==> config.mk <==
export PLATFORM = sky130hd
export DESIGN_NAME = muldiv_ctrl
export DESIGN_NICKNAME = d
export VERILOG_FILES = /design/src/rtl/muldiv_pkg.sv /design/src/rtl/muldiv_ctrl_hilo_regs.sv /design/src/rtl/muldiv_ctrl.sv
export SDC_FILE = /design/constraint.sdc
export NUM_CORES = 2
export LEC_CHECK = 0
export BUFFER_PORTS_ARGS = -buffer_cell sky130_fd_sc_hd__buf_2
export CELL_PAD_IN_SITES_DETAIL_PLACEMENT = 0
export CELL_PAD_IN_SITES_GLOBAL_PLACEMENT = 1
export CORE_ASPECT_RATIO = 0.9
export CORE_MARGIN = 2
export CORE_UTILIZATION = 46
export CTS_CLUSTER_SIZE = 16
export DETAILED_ROUTE_END_ITERATION = 10
export MAX_ROUTING_LAYER = met4
export PLACE_DENSITY = 0.9
export SLEW_MARGIN = 20
export SYNTH_ARGS = -nofsm -noshare
export SYNTH_HDL_FRONTEND = slang
export SYNTH_HIERARCHICAL = 1
export SYNTH_SLANG_ARGS = --single-unit
==> constraint.sdc <==
create_clock -name clk -period 2.3 [get_ports clk]
set_clock_uncertainty 0.1 [all_clocks]
set_input_delay 0.115 -clock clk [delete_from_list [all_inputs] [get_ports clk]]
set_output_delay 0.115 -clock clk [all_outputs]
set_load 0.05 [all_outputs]
==> src/rtl/muldiv_pkg.sv <==
// Shared encodings for the HI/LO sequencer: op codes, FSM states and the datapath width.
package muldiv_pkg;

    localparam int WIDTH = 32;
    localparam int OP_W  = 4;

    localparam logic [OP_W-1:0] OP_NONE  = 4'd0;
    localparam logic [OP_W-1:0] OP_MULT  = 4'd1;
    localparam logic [OP_W-1:0] OP_MULTU = 4'd2;
    localparam logic [OP_W-1:0] OP_DIV   = 4'd3;
    localparam logic [OP_W-1:0] OP_DIVU  = 4'd4;
    localparam logic [OP_W-1:0] OP_MTHI  = 4'd5;
    localparam logic [OP_W-1:0] OP_MTLO  = 4'd6;
    localparam logic [OP_W-1:0] OP_MFHI  = 4'd7;
    localparam logic [OP_W-1:0] OP_MFLO  = 4'd8;

    typedef enum logic [1:0] {
        ST_IDLE   = 2'd0,
        ST_LAUNCH = 2'd1,
        ST_BUSY   = 2'd2,
        ST_DRAIN  = 2'd3
    } state_e;

endpackage

==> src/rtl/muldiv_ctrl_hilo_regs.sv <==
// Architectural HI/LO storage: independent write enables, one 64-bit write port {hi, lo}.
module hilo_regs #(
    parameter int WIDTH = 32
) (
    input  logic                 clk,
    input  logic                 resetn,
    input  logic                 hi_we,
    input  logic                 lo_we,
    input  logic [2*WIDTH-1:0]   wdata,
    output logic [WIDTH-1:0]     hi,
    output logic [WIDTH-1:0]     lo
);

    logic [WIDTH-1:0] hi_q, hi_d;
    logic [WIDTH-1:0] lo_q, lo_d;

    always_comb begin
        hi_d = hi_q;
        lo_d = lo_q;
        if (hi_we) hi_d = wdata[2*WIDTH-1:WIDTH];
        if (lo_we) lo_d = wdata[WIDTH-1:0];
    end

    always_ff @(posedge clk or negedge resetn) begin
        if (!resetn) begin
            hi_q <= '0;
            lo_q <= '0;
        end else begin
            hi_q <= hi_d;
            lo_q <= lo_d;
        end
    end

    assign hi = hi_q;
    assign lo = lo_q;

endmodule

==> src/rtl/muldiv_ctrl.sv <==
// HI/LO instruction sequencer: single-cycle multiplies, stalled iterative divides, HI/LO ownership.
// Optional build macro MULDIV_DIV0_FASTPATH_EN: zero-divisor divides bypass the divider.
module muldiv_ctrl #(
    parameter int WIDTH = muldiv_pkg::WIDTH,
    parameter int OP_W  = muldiv_pkg::OP_W
) (
    input  logic              clk,
    input  logic              resetn,
    input  logic              op_valid,
    input  logic [OP_W-1:0]   op,
    input  logic [WIDTH-1:0]  rs_val,
    input  logic [WIDTH-1:0]  rt_val,
    input  logic              flush,
    output logic              stall,
    output logic [WIDTH-1:0]  mf_result,
    output logic [WIDTH-1:0]  hi_out,
    output logic [WIDTH-1:0]  lo_out,
    output logic              div_start,
    output logic              div_signed,
    output logic [WIDTH-1:0]  div_dividend,
    output logic [WIDTH-1:0]  div_divisor,
    input  logic              div_done,
    input  logic [WIDTH-1:0]  div_quotient,
    input  logic [WIDTH-1:0]  div_remainder
);

    import muldiv_pkg::*;

    state_e             state_q, state_d;
    logic               div_signed_q, div_signed_d;
    logic [WIDTH-1:0]   dividend_q, dividend_d;
    logic [WIDTH-1:0]   divisor_q, divisor_d;

    logic               hi_we, lo_we;
    logic [2*WIDTH-1:0] hilo_wdata;
    logic [WIDTH-1:0]   hi, lo;

    logic [2*WIDTH-1:0] mul_a, mul_b, product;
    logic               div_zero;

    // Extending both operands to 64 bits makes the truncated product correct for MULT and MULTU.
    always_comb begin
        if (op == OP_MULT) begin
            mul_a = {{WIDTH{rs_val[WIDTH-1]}}, rs_val};
            mul_b = {{WIDTH{rt_val[WIDTH-1]}}, rt_val};
        end else begin
            mul_a = {{WIDTH{1'b0}}, rs_val};
            mul_b = {{WIDTH{1'b0}}, rt_val};
        end
        product = mul_a * mul_b;
    end

`ifdef MULDIV_DIV0_FASTPATH_EN
    assign div_zero = (rt_val == '0);
`else
    assign div_zero = 1'b0;
`endif

    always_comb begin
        state_d      = state_q;
        div_signed_d = div_signed_q;
        dividend_d   = dividend_q;
        divisor_d    = divisor_q;
        stall        = 1'b0;
        div_start    = 1'b0;
        hi_we        = 1'b0;
        lo_we        = 1'b0;
        hilo_wdata   = product;

        case (state_q)
            ST_IDLE: begin
                if (op_valid && !flush) begin
                    case (op)
                        OP_MULT, OP_MULTU: begin
                            hi_we = 1'b1;
                            lo_we = 1'b1;
                        end
                        OP_MTHI: begin
                            hi_we      = 1'b1;
                            hilo_wdata = {rs_val, rs_val};
                        end
                        OP_MTLO: begin
                            lo_we      = 1'b1;
                            hilo_wdata = {rs_val, rs_val};
                        end
                        OP_DIV, OP_DIVU: begin
                            if (div_zero) begin
                                hi_we      = 1'b1;
                                lo_we      = 1'b1;
                                hilo_wdata = {rs_val, {WIDTH{1'b1}}};
                            end else begin
                                stall        = 1'b1;
                                div_signed_d = (op == OP_DIV);
                                dividend_d   = rs_val;
                                divisor_d    = rt_val;
                                state_d      = ST_LAUNCH;
                            end
                        end
                        default: ;
                    endcase
                end
            end
            ST_LAUNCH: begin
                // The pulse goes out even when flushed, so the divider must then be drained.
                stall     = 1'b1;
                div_start = 1'b1;
                state_d   = flush ? ST_DRAIN : ST_BUSY;
            end
            ST_BUSY: begin
                if (div_done) begin
                    state_d = ST_IDLE;
                    if (!flush) begin
                        hi_we      = 1'b1;
                        lo_we      = 1'b1;
                        hilo_wdata = {div_remainder, div_quotient};
                    end
                end else begin
                    stall = 1'b1;
                    if (flush) state_d = ST_DRAIN;
                end
            end
            ST_DRAIN: begin
                stall = op_valid && (op != OP_NONE);
                if (div_done) state_d = ST_IDLE;
            end
            default: state_d = ST_IDLE;
        endcase
    end

    always_ff @(posedge clk or negedge resetn) begin
        if (!resetn) begin
            state_q      <= ST_IDLE;
            div_signed_q <= 1'b0;
            dividend_q   <= '0;
            divisor_q    <= '0;
        end else begin
            state_q      <= state_d;
            div_signed_q <= div_signed_d;
            dividend_q   <= dividend_d;
            divisor_q    <= divisor_d;
        end
    end

    hilo_regs #(
        .WIDTH (WIDTH)
    ) u_hilo_regs (
        .clk    (clk),
        .resetn (resetn),
        .hi_we  (hi_we),
        .lo_we  (lo_we),
        .wdata  (hilo_wdata),
        .hi     (hi),
        .lo     (lo)
    );

    assign mf_result    = (op == OP_MFHI) ? hi : lo;
    assign hi_out       = hi;
    assign lo_out       = lo;
    assign div_signed   = div_signed_q;
    assign div_dividend = dividend_q;
    assign div_divisor  = divisor_q;

endmodule

== Word-level counts from Yosys, hierarchy flattened ==
Index checks and enable logic that the tools add are counted.
Word-level totals
  register bits: 131
  input port bits: 137
  output and inout bits: 163
  word-level logic and storage cells: 60
Cells by class
  $mul: 1
  equal/unequal tests: 14
  mux-type cells: 28
  reductions and logical operators: 11
Operators with widths (number)
  $mux W64: 6
  $pmux W64 S2: 1
  $mul A64 B64 Y64: 1
  $mux W32: 1
  $eq A4 B3 Y1 const B: 4
  $mux W1: 11
  $mux W2: 5
  $eq A4 B2 Y1 const B: 2
  $pmux W2 S4: 1
  $reduce_or A3 Y1: 2
  $eq A2 B2 Y1 const B: 2
  $eq A4 B1 Y1 const B: 1
  $ne A2 B2 Y1 const B: 2
  $pmux W1 S2: 2
  $pmux W1 S4: 1
  $reduce_and A4 Y1: 1
  $reduce_bool A4 Y1: 1
  $reduce_or A2 Y1: 2
  $ne A3 B3 Y1 const B: 1
  $reduce_and A3 Y1: 1
  $eq A2 B1 Y1 const B: 1
  $logic_and A1 B1 Y1: 2
  $logic_not A2 Y1: 1
  $ne A2 B1 Y1 const B: 1
  $logic_not A1 Y1: 1

== Logic depth before layout (Yosys ltp) ==
  word-level depth: 6
  gate-level depth with buffers: 37
  gate-level depth less buffers: 35

== Hierarchy ==
The synthesis kept the hierarchy.
Modules (own cells, without submodules)
  muldiv_ctrl: times used 1, cells an instance 5509, area an instance 51461.9 um2, sequential area each 1676.6 um2
  hilo_regs: times used 1, cells an instance 136, area an instance 2690.1 um2, sequential area each 1601.5 um2

== Worst setup path after synthesis ==
OpenSTA, ideal clock, no wires.
  path kind: input-to-reg
  start: in op[1]
  end: reg u_hilo_regs.hi_q[29] (netlist: u_hilo_regs/hi[29])
  setup time: 125 ps
  data arrival time: 9327 ps
  required time: 2075 ps
  slack: -7252 ps
  stages on the path: 33
  buffers on the path: 3
  cell sequence: nand2b_1 -> nor3_1 -> and2_1 -> clkbuf_1 -> clkbuf_1 -> nand2_1 -> fa_1 -> inv_1 -> fa_1 -> fa_1 -> inv_1 -> fa_1 -> inv_1 -> fa_1 -> fa_1 -> fa_1 -> fa_1 -> fa_1 -> inv_1 -> fa_1 -> inv_1 -> ha_1 -> clkbuf_1 -> a21o_1 -> a21o_1 -> a21oi_1 -> nor2b_1 -> o21ai_0 -> nand2b_1 -> a31oi_1 -> o311a_1 -> nand2_1 -> mux2_2
Between the ends
  longest elaborated chain between the ends: 6
  elaborated cells between the ends (all ways): 17
  those cells by class: mul (1); eq/ne (4); mux (10); reduce/logical (2)
RTL lines
  start, declared: line muldiv_ctrl.sv:10  | input logic [OP_W-1:0] op,
  $eq A4 B1 Y1: line muldiv_ctrl.sv:43  | if (op == OP_MULT) begin
  $mux W64: line muldiv_ctrl.sv:43
  $mul A64 B64 Y64: line muldiv_ctrl.sv:50  | product = mul_a * mul_b;
  $mux W64 (on tied branches)
  $mux W64 (on tied branches): line muldiv_ctrl.sv:110, muldiv_ctrl.sv:72
  $pmux W64 S2 *: line muldiv_ctrl.sv:70  | case (state_q)
  net hilo_wdata[61]: line muldiv_ctrl.sv:35  | logic [2*WIDTH-1:0] hilo_wdata;
  end signal, assigned: line muldiv_ctrl_hilo_regs.sv:29  | hi_q <= hi_d;
  end, declared: line muldiv_ctrl_hilo_regs.sv:14  | logic [WIDTH-1:0] hi_q, hi_d;
Mark *: on every way through the listed nets, which the timed path passes. The rest lies on a longest branch.
A chain may end at the register's enable or synchronous reset.

== Worst setup path after layout ==
  start: in op[1]
  end: reg u_hilo_regs.hi_q[31] (netlist: u_hilo_regs/hi[31])
Same word-level chain as after synthesis.

==> impl_metrics.py <==
metrics = {
    "critical_path": {
        "end_kind": "flop",
        "path_buf_inv": 10,
        "critPathRequiredTime_ps": 2560,
        "cp_slowest_cell": "fa_2",
        "cp_common_cell": "fa_1",
        "worstSetupPathType": "primary input to flop",
        "crit_path_start_kind": "primary input",
        "slowest_delay_ps": 680,
        "crit_path_max_fanout": 6,
        "crit_arrival_ps": 8950,
        "crit_family": "adder cells",
    },
    "die": {
        "start_util_pct": 46.3,
        "die-area_mm2": 0.120,
        "rows": 119,
        "die-width_um": 366,
        "die_h_um": 330,
        "core_mm2": 0.117,
        "io-pin-count": 300,
    },
    "clock_tree": {
        "cts-root-buf": "clkbuf_16",
        "cts.sinks": 131,
        "cts_tree": "built",
        "cts_buffer_depth": 2,
        "clk_latency_ps": 470,
        "cts_buffers": 17,
        "clk_pin_slew_ps": 80,
        "htreeDepth": 4,
    },
    "timing": {
        "setup_ws_ps": -6390,
        "worst_slew_pin_slew_ps": 604,
        "fmax_ghz": 0.115,
        "grt_setup_unrepaired": "true",
        "hold_violations": 0,
        "report.final.slew_viol_count": 0,
        "finalWorstPathRequiredPeriod_ps": 8690,
        "setup_viol": 62,
        "period_share_pct": 378,
        "timing.slew.headroom_pct": 59.4,
    },
    "layout": {
        "drive_gt1_share_pct": 26.9,
        "fin_util_pct": 58.4,
        "fillers": 9599,
        "final_nets": 8431,
        "stdcell_count": 8161,
        "syn2layout_area_growth_pct": 26.1,
        "final_area_mm2": 0.0683,
    },
    "synth": {
        "synth-edff-count": 0,
        "syn_area_per_cell_um2": 9.59,
        "ys_seq_elements": 131,
        "ys_warn_count": 6,
        "synth_area_mm2": 0.0542,
        "synthCells": 5645,
        "ys_types": 67,
        "syn_nets": 7509,
        "ys.flop_type": "dfrtp_1",
        "yosysSeqAreaShare_pct": 6.05,
        "synthArstFlopShare_pct": 100,
    },
    "drt": {
        "drtAntennaViolNets": 0,
        "first_pass_iters": 8,
        "route.detailed.drc": 0,
        "drt_wl_total_um": 185000,
        "vias_per_cell": 5.25,
        "wl_per_cell_um": 22.7,
        "vias": 42880,
        "drt_iter0_drc": 3499,
    },
    "placed_design": {
        "pre_cts_ws_ps": -7180,
        "placed_area_mm2": 0.0641,
        "hpwl_um": 155000,
        "gp_congestion": 1.01,
        "dp.cells": 7985,
        "port-buffer-count": 299,
    },
    "global_route": {
        "overflow": 0,
        "grt_use_total_pct": 32.9,
        "grt_pass1_vias": 47632,
        "antenna_found_initial": 6,
        "grt_pass1_wl_um": 285000,
        "grt_max_degree": 56,
    },
    "outcome": {
        "outcome": "finished with violations",
        "failed_checks": "setup timing",
    },
    "hold_path": {
        "hp-class": "primary input to asynchronous set/reset pin",
    },
    "run": {
        "cap_viol_max_count": 0,
    },
}
Yosys cell counts (all sizes together), types with 2 or more instances:
| cell type | n | area (um2) |
|---|---|---|
| and4 | 3 | 26.3 |
| and2 | 399 | 2500 |
| inv | 1514 | 5680 |
| a211oi | 8 | 70.1 |
| a31oi | 10 | 62.6 |
| nand2 | 747 | 2800 |
| xnor2 | 84 | 736 |
| a211o | 2 | 17.5 |
| o211ai | 4 | 30.0 |
| nor4 | 2 | 12.5 |
| a22oi | 58 | 435 |
| dfrtp | 131 | 3280 |
| nand4 | 13 | 81.3 |
| clkbuf | 288 | 1080 |
| a21oi | 80 | 404 |
| o21ai | 97 | 493 |
| a221oi | 4 | 35.0 |
| and3 | 37 | 236 |
| nand3b | 2 | 15.0 |
| buf | 23 | 200 |
| fa | 1417 | 28400 |
| nand3 | 19 | 95.1 |
| or2 | 6 | 37.5 |
| or3 | 3 | 18.8 |
| mux2i | 5 | 50.1 |
| nor2b | 6 | 37.5 |
| xor2 | 36 | 315 |
| nor2 | 58 | 218 |
| a21o | 49 | 368 |
| ha | 310 | 3880 |
| nand2b | 10 | 62.6 |
| a222oi | 5 | 50.1 |
| o31ai | 5 | 37.5 |
| o21a | 4 | 30.0 |
| mux2 | 160 | 2030 |
| o21bai | 11 | 82.6 |
| a31o | 5 | 43.8 |
| nor3 | 13 | 65.1 |
final cells by class:
type,count,area [um2],share of cell area (%)
Multi-Input combinational cell,3690,46200,67.6
Clock buffer,17,425,0.623
Tap cell,1573,1970,2.88
Antenna cell,8,20.0,0.0293
Clock inverter,15,158,0.231
Sequential cell,131,3280,4.80
Inverter,1514,5690,8.33
Timing Repair Buffer,1213,10600,15.5
flip-flops by register name, indices dropped and copies added, names as in the netlist:
signal          flops
div_dividend       32
div_divisor        32
div_signed          1
state_q             2
u_hilo_regs/hi     32
u_hilo_regs/lo     32
cells by family (layout without fill, tap and decap cells):
kind of cell               Yosys count  after routing  share of synthesized area, %
AOI/OAI and AO/OA                  355            355                          4.24
xor gates and xnor gates           120            120                          1.94
adders and majority gates         1728           1728                          59.6
buffers and inverters             1825           2759                          12.9
DFF                                131            131                          6.05
muxes                              165            165                          3.84
other                                0              8                             0
and+or+nand+nor                   1321           1322                          11.5
through the flow:
step	hold slack, ps	setup TNS (ps)
after floorplan	-281	-296640
after global placement	16.1	-353730
after detailed placement	14.0	-356680
after CTS	32.1	-305110
after global routing	67.0	-320290
final	64.4	-307530
final timing paths:
kind | slack [ps] | startpoint | cells past startpoint | to
min | 60 | resetn | 2 | u_hilo_regs/lo[7]$_DFFE_PN0P_
max in group asynchronous | 1270 | resetn | 3 | div_dividend[1]$_DFFE_PN0P_
max reg2reg | 140 | state_q[1]$_DFFE_PN0P_ | 7 | u_hilo_regs/lo[2]$_DFFE_PN0P_
min reg2reg | 370 | div_signed$_DFFE_PN0P_ | 2 | div_signed$_DFFE_PN0P_
min in group clk | 70 | rt_val[26] | 2 | div_divisor[26]$_DFFE_PN0P_
max | -6390 | op[1] | 33 | u_hilo_regs/hi[31]$_DFFE_PN0P_
routing by layer:
metal	track usage (%)	vias to the layer above	wire, um
li1	-	18165	-
met1	40.2	22317	69900
met2	52.8	1915	89300
met3	6.84	483	16300
met4	14.4	0	9900
met5	-	-	0
timing repair:
item | CTS | global route
pin swaps | 187 | 112
gates cloned | 10 | 1
hold endpoints to repair | 200 | 0
setup buffers | 53 | 15
setup endpoints to repair | 62 | 63
resized for setup | 390 | 131
hold buffers | 71 | 0
layout by cell type (no fill, tap or decap), types with 99 or more instances in the layout:
master / synthesis / routed
ha_1: 310 / 245
nand2_1: 747 / 696
buf_12: 6 / 101
and2_1: 398 / 387
inv_1: 1514 / 1454
buf_2: 1 / 257
dfrtp_1: 131 / 131
buf_4: 0 / 683
fa_1: 1417 / 1345
mux2_2: 100 / 99
Power is not shown: default switching activity piles up to over one toggle a cycle in this logic, so the estimate is an artifact.
